--- src/rtl/add_sub_arbiter_if.sv ---
// rtl/add_sub_arbiter_if.sv - two-requester handshake and result bus for add_sub_arbiter
interface add_sub_arbiter_if #(
  parameter int WIDTH = 3
);
  logic             req0;
  logic [WIDTH-1:0] a0;
  logic [WIDTH-1:0] b0;
  logic             m0;
  logic             req1;
  logic [WIDTH-1:0] a1;
  logic [WIDTH-1:0] b1;
  logic             m1;
  logic             gnt0;
  logic             gnt1;
  logic             done0;
  logic             done1;
  logic [WIDTH-1:0] sum_out;
  logic             carry_out;
  logic             busy;

  modport master (
    output req0, a0, b0, m0, req1, a1, b1, m1,
    input  gnt0, gnt1, done0, done1, sum_out, carry_out, busy
  );

  modport slave (
    input  req0, a0, b0, m0, req1, a1, b1, m1,
    output gnt0, gnt1, done0, done1, sum_out, carry_out, busy
  );
endinterface

--- src/rtl/add_sub_arbiter.sv ---
// rtl/add_sub_arbiter.sv - round-robin shared ripple-carry adder/subtractor, one op per 4 cycles
module add_sub_arbiter #(
  parameter int WIDTH = 3
) (
  input  logic               clk,
  input  logic               rst,
  add_sub_arbiter_if.slave   bus
);
  typedef enum logic [1:0] {
    IDLE  = 2'd0,
    GRANT = 2'd1,
    EXEC  = 2'd2,
    DONE  = 2'd3
  } state_t;

  state_t           state_q, state_d;
  logic             rr_q, rr_d;
  logic             owner_q, owner_d;
  logic [WIDTH-1:0] a_q, a_d;
  logic [WIDTH-1:0] b_q, b_d;
  logic             m_q, m_d;
  logic             gnt0_q, gnt0_d;
  logic             gnt1_q, gnt1_d;
  logic             done0_q, done0_d;
  logic             done1_q, done1_d;
  logic [WIDTH-1:0] sum_q, sum_d;
  logic             carry_q, carry_d;
  logic             busy_q, busy_d;

  logic             pick;
  logic [WIDTH-1:0] dp_sum;
  logic [WIDTH:0]   dp_c;

  // Full-adder chain fed from the captured operands; m inverts b and injects the +1.
  assign dp_c[0] = m_q;
  for (genvar i = 0; i < WIDTH; i++) begin : g_fa
    logic bx;
    assign bx        = b_q[i] ^ m_q;
    assign dp_sum[i] = a_q[i] ^ bx ^ dp_c[i];
    assign dp_c[i+1] = (a_q[i] & bx) | (dp_c[i] & (a_q[i] ^ bx));
  end

  // With both requesting the pointer decides; otherwise whoever asks wins.
  assign pick = (bus.req0 & bus.req1) ? rr_q : bus.req1;

  always_comb begin
    state_d = state_q;
    rr_d    = rr_q;
    owner_d = owner_q;
    a_d     = a_q;
    b_d     = b_q;
    m_d     = m_q;
    gnt0_d  = 1'b0;
    gnt1_d  = 1'b0;
    done0_d = 1'b0;
    done1_d = 1'b0;
    sum_d   = sum_q;
    carry_d = carry_q;
    case (state_q)
      IDLE: begin
        if (bus.req0 | bus.req1) begin
          owner_d = pick;
          a_d     = pick ? bus.a1 : bus.a0;
          b_d     = pick ? bus.b1 : bus.b0;
          m_d     = pick ? bus.m1 : bus.m0;
          rr_d    = ~pick;
          gnt0_d  = ~pick;
          gnt1_d  = pick;
          state_d = GRANT;
        end
      end
      GRANT: state_d = EXEC;
      EXEC: begin
        sum_d   = dp_sum;
        carry_d = dp_c[WIDTH];
        done0_d = ~owner_q;
        done1_d = owner_q;
        state_d = DONE;
      end
      DONE: state_d = IDLE;
      default: state_d = IDLE;
    endcase
    busy_d = (state_d != IDLE);
  end

  always_ff @(posedge clk) begin
    if (rst) begin
      state_q <= IDLE;
      rr_q    <= 1'b0;
      owner_q <= 1'b0;
      a_q     <= '0;
      b_q     <= '0;
      m_q     <= 1'b0;
      gnt0_q  <= 1'b0;
      gnt1_q  <= 1'b0;
      done0_q <= 1'b0;
      done1_q <= 1'b0;
      sum_q   <= '0;
      carry_q <= 1'b0;
      busy_q  <= 1'b0;
    end else begin
      state_q <= state_d;
      rr_q    <= rr_d;
      owner_q <= owner_d;
      a_q     <= a_d;
      b_q     <= b_d;
      m_q     <= m_d;
      gnt0_q  <= gnt0_d;
      gnt1_q  <= gnt1_d;
      done0_q <= done0_d;
      done1_q <= done1_d;
      sum_q   <= sum_d;
      carry_q <= carry_d;
      busy_q  <= busy_d;
    end
  end

  assign bus.gnt0      = gnt0_q;
  assign bus.gnt1      = gnt1_q;
  assign bus.done0     = done0_q;
  assign bus.done1     = done1_q;
  assign bus.sum_out   = sum_q;
  assign bus.carry_out = carry_q;
  assign bus.busy      = busy_q;
endmodule
--- src/flat_wrapper.sv ---
// flat-port wrapper written by rule: the top's interface ports become plain ports
module add_sub_arbiter_flat 
#(
  parameter int WIDTH = 3
)
  (clk, rst, bus_req0, bus_a0, bus_b0, bus_m0, bus_req1, bus_a1, bus_b1, bus_m1, bus_gnt0, bus_gnt1, bus_done0, bus_done1, bus_sum_out, bus_carry_out, bus_busy);
  add_sub_arbiter_if #(.WIDTH(WIDTH)) bus_i ();
  input  logic clk;
  input  logic rst;
  input wire logic [$bits(bus_i.req0)-1:0] bus_req0;
  input wire logic [$bits(bus_i.a0)-1:0] bus_a0;
  input wire logic [$bits(bus_i.b0)-1:0] bus_b0;
  input wire logic [$bits(bus_i.m0)-1:0] bus_m0;
  input wire logic [$bits(bus_i.req1)-1:0] bus_req1;
  input wire logic [$bits(bus_i.a1)-1:0] bus_a1;
  input wire logic [$bits(bus_i.b1)-1:0] bus_b1;
  input wire logic [$bits(bus_i.m1)-1:0] bus_m1;
  output wire logic [$bits(bus_i.gnt0)-1:0] bus_gnt0;
  output wire logic [$bits(bus_i.gnt1)-1:0] bus_gnt1;
  output wire logic [$bits(bus_i.done0)-1:0] bus_done0;
  output wire logic [$bits(bus_i.done1)-1:0] bus_done1;
  output wire logic [$bits(bus_i.sum_out)-1:0] bus_sum_out;
  output wire logic [$bits(bus_i.carry_out)-1:0] bus_carry_out;
  output wire logic [$bits(bus_i.busy)-1:0] bus_busy;
  assign bus_i.req0 = bus_req0;
  assign bus_i.a0 = bus_a0;
  assign bus_i.b0 = bus_b0;
  assign bus_i.m0 = bus_m0;
  assign bus_i.req1 = bus_req1;
  assign bus_i.a1 = bus_a1;
  assign bus_i.b1 = bus_b1;
  assign bus_i.m1 = bus_m1;
  assign bus_gnt0 = bus_i.gnt0;
  assign bus_gnt1 = bus_i.gnt1;
  assign bus_done0 = bus_i.done0;
  assign bus_done1 = bus_i.done1;
  assign bus_sum_out = bus_i.sum_out;
  assign bus_carry_out = bus_i.carry_out;
  assign bus_busy = bus_i.busy;
  add_sub_arbiter #(.WIDTH(WIDTH)) u_core (.clk(clk), .rst(rst), .bus(bus_i));
endmodule
--- config.mk ---
export PLATFORM = sky130hd
export DESIGN_NAME = add_sub_arbiter_flat
export DESIGN_NICKNAME = d
export VERILOG_FILES = /design/src/rtl/add_sub_arbiter_if.sv /design/src/rtl/add_sub_arbiter.sv /design/src/flat_wrapper.sv
export SDC_FILE = /design/constraint.sdc
export NUM_CORES = 1
export LEC_CHECK = 0
export CORE_ASPECT_RATIO = 0.9
export CORE_UTILIZATION = 44
export DETAILED_ROUTE_END_ITERATION = 12
export PLACE_DENSITY_LB_ADDON = 0.05
export SLEW_MARGIN = 40
export SYNTH_ARGS = -nofsm -noshare
export SYNTH_HDL_FRONTEND = slang
export SYNTH_SLANG_ARGS = --single-unit
--- constraint.sdc ---
create_clock -name clk -period 2.5 [get_ports clk]
set_clock_uncertainty 0.15 [all_clocks]
set_input_delay 0.25 -clock clk [delete_from_list [all_inputs] [get_ports clk]]
set_output_delay 0.25 -clock clk [all_outputs]
set_load 0.05 [all_outputs]
==> results.ini <==
[floorplan]
start_util_pct=48.9
die_h_microns=43.9
rows=14
die_w_microns=48.5
die_area_sq_um=2130
num_io_pins=27
coreArea_sq_um=1750

[sta]
grt_setup_unrepaired=no
tns_ps=0
drv_slew=0
finalSetupViolations=0
period_minus_slack_ps=1870
relSlewSlack_pct=64.1
hold_viol=0
fmax_ghz=0.534
worst-slew-pin-transition_ps=537
finalWorstSetupSlack_ps=627
min_period_over_period_pct=74.9

[global_routing]
grt_pass1_vias=617
grt_max_degree=13
grt_use_total_pct=18.5
grt_first_pass_wirelength_microns=2830
overflow=0
antenna_found_initial=0

[yosys]
synth_top_area_share_pct=46.7
syn_avg_cell_area_sq_um=11.3
synth_top_cells_by_area=dfxtp_1 47%, a221o_1 8.2%, nor3b_1 6.1%
yosysTopAreaCell=dfxtp_1
synth_fa_ha_area_share_pct=9.05
ys_seq_area_share_pct=46.7
synth_xor_area_share_pct=3.07
synth_common_cells=20 x dfxtp_1, 7 x a221o_1, 7 x nor3b_1
synth.most_common_cell=dfxtp_1
syn_area_sq_um=857
synth_flop_cell=dfxtp_1
synth-compound-area-share_pct=15.8
ys_warn_count=0
synth-simple-area-share_pct=17.7
async_reset_ff_share_pct=0
synth_fp_nets=99
post_synth_num_cell_types=26
synth_top_family_by_area=simple AND/OR/NAND/NOR gates
ys_ff_latch=20
syn_inst=76
synth_edf_count=0
muxShareOfSynthArea_pct=3.50

[worst_setup_path]
timing.rr.end=u_core.bus.sum_out[2]
r2r-start=u_core.m_q
crit_path_top_delay_cell=dfxtp_1
cp_cell_sequence=xnor2_1 -> fa_1 -> inv_1 -> fa_1 -> mux2i_1 -> nor2_1
path_class=reg -> reg
crit_fanout=4
critical_path_buf_inv_count=1
worst_path_most_repeated_cell=fa_1
critPathCaptureType=register
cp_top_family=adder cells
crit_arrival_ps=1890
rr_worst_depth=6
critPathRequiredTime_ps=2520
r2r_setup_slack_ps=630
cpPeakStageDelay_ps=400
startpoint_type=register

[clock_tree]
h-tree-depth=1
cts_tree=yes
clk_pin_slew_ps=110
clkLatencyLatePin_ps=300
cts_setup_buffers=0
clock-sinks=20
cts_resized=0
clockBufferDepth=2
cts-hold-fix-buffers=0
cts_root_buf=clkbuf_4
cts_made_buffers=3

[finish]
drive_above_1_share_pct=8.74
final_net_count=128
area_growth_pct=34.9
instances_no_fill=127
diodes=0

[place]
gp_congestion=0.741
io_buffers=26
dp.cells=124
place_ws_ps=579
dp_hpwl_microns=1220

[drt]
dr.pass1.iters=4
drt-initial-drc-count=15
post_drt_via_cell_ratio=5.15
ant_nets=0
wl_per_cell_microns=12.7
vias=654
drc_errors=0
drt-total-wl_microns=1620

[run_status]
status=completed

[worst_hold_path]
hp-class=reg -> reg
min_from=u_core.owner_q
hold_end=u_core.bus.done0
hold_depth=1

[pwr]
power_w=0.00117
p_per_area_nw_per_um2=1010
ir_drop_mv=0.648
p_leak_nw=0.436

[flow_run]
maxCapViolCount=0

[routing by layer]
metal	global-route usage, %	part of all wire (%)	vias to the layer above	wire length, microns
li1	-	-	324	-
met1	22.9	47	304	757
met2	29.0	46	22	747
met3	4.56	4.1	4	67
met4	12.9	2.6	0	42
met5	0	0	-	0
[area by class of cell]
| type | instances | area, sq um |
|---|---|---|
| inverters | 4 | 15.0 |
| flip-flops and latches | 20 | 400 |
| repair buffers | 27 | 268 |
| multi-input cells | 49 | 420 |
| clock buffers | 3 | 22.5 |
| fillers | 141 | 596 |
| well taps | 24 | 30.0 |
[where the power goes]
group,switching [W],leakage (nW),total (W),internal [W]
clock network,0.0000941,0.0138,0.000150,0.0000562
registers,0.0000584,0.164,0.000468,0.000410
logic,0.000315,0.258,0.000549,0.000234
[state kept, by name, summed over array words and instances (netlist names)]
| register | flops |
|---|---|
| u_core.bus.carry_out | 1 |
| u_core.rr_q | 1 |
| u_core.owner_q | 1 |
| u_core.bus.done1 | 1 |
| u_core.b_q | 3 |
| u_core.m_q | 1 |
| u_core.bus.busy | 1 |
| u_core.a_q | 3 |
| u_core.bus.gnt0 | 1 |
| u_core.bus.done0 | 1 |
| u_core.bus.sum_out | 3 |
| u_core.state_q | 2 |
| u_core.bus.gnt1 | 1 |
[stage by stage]
step	hold slack, ps	utilization, %	cell area (sq um)
after floorplan	224	-	857
after global placement	300	64.7	1130
after detailed placement	305	64.7	1130
after CTS	320	66.0	1160
after global routing	366	66.0	1160
final	318	66.0	1160
[how the worst max path moves through the flow]
stage                from               endpoint  cells past startpoint
2_1_floorplan  u_core.m_q  u_core.bus.sum_out[2]                      6
3_3_place_gp          rst             u_core.m_q                      4
3_5_place_dp          rst          u_core.a_q[1]                      4
4_1_cts        u_core.m_q  u_core.bus.sum_out[2]                      6
5_1_grt        u_core.m_q  u_core.bus.sum_out[2]                      6
6_report       u_core.m_q  u_core.bus.sum_out[2]                      6
[worst register-to-register path: cells and delay by family, from the launching register on]
family        cells  cell delay [ps]
fa+ha+maj         2              790
flops             1              400
mux               1              140
xor+xnor          1              120
buf+inv           1               70
simple gates      1               60
[logic make-up (layout without fill, tap and decap cells)]
kind of cell    after synthesis  after routing
mux                           3              3
fa+ha+maj                     5              5
buf+inv                       7             34
xor+xnor                      3              3
simple gates                 24             24
compound gates               14             14
flops                        20             20
[cell usage in the layout (no fill, tap or decap), types with 2 or more instances in the layout]
cell and instances:
clkdlybuf4s50_1 26, dfxtp_1 20, nor3b_1 7, a221o_1 7, nor2_1 6, inv_1 4
mux2i_1 3, a211oi_1 3, ha_1 3, clkbuf_4 3, xnor2_1 2, nand2_1 2
nor3_1 2, fa_1 2
Note: power is estimated with default switching activity, not from simulation.
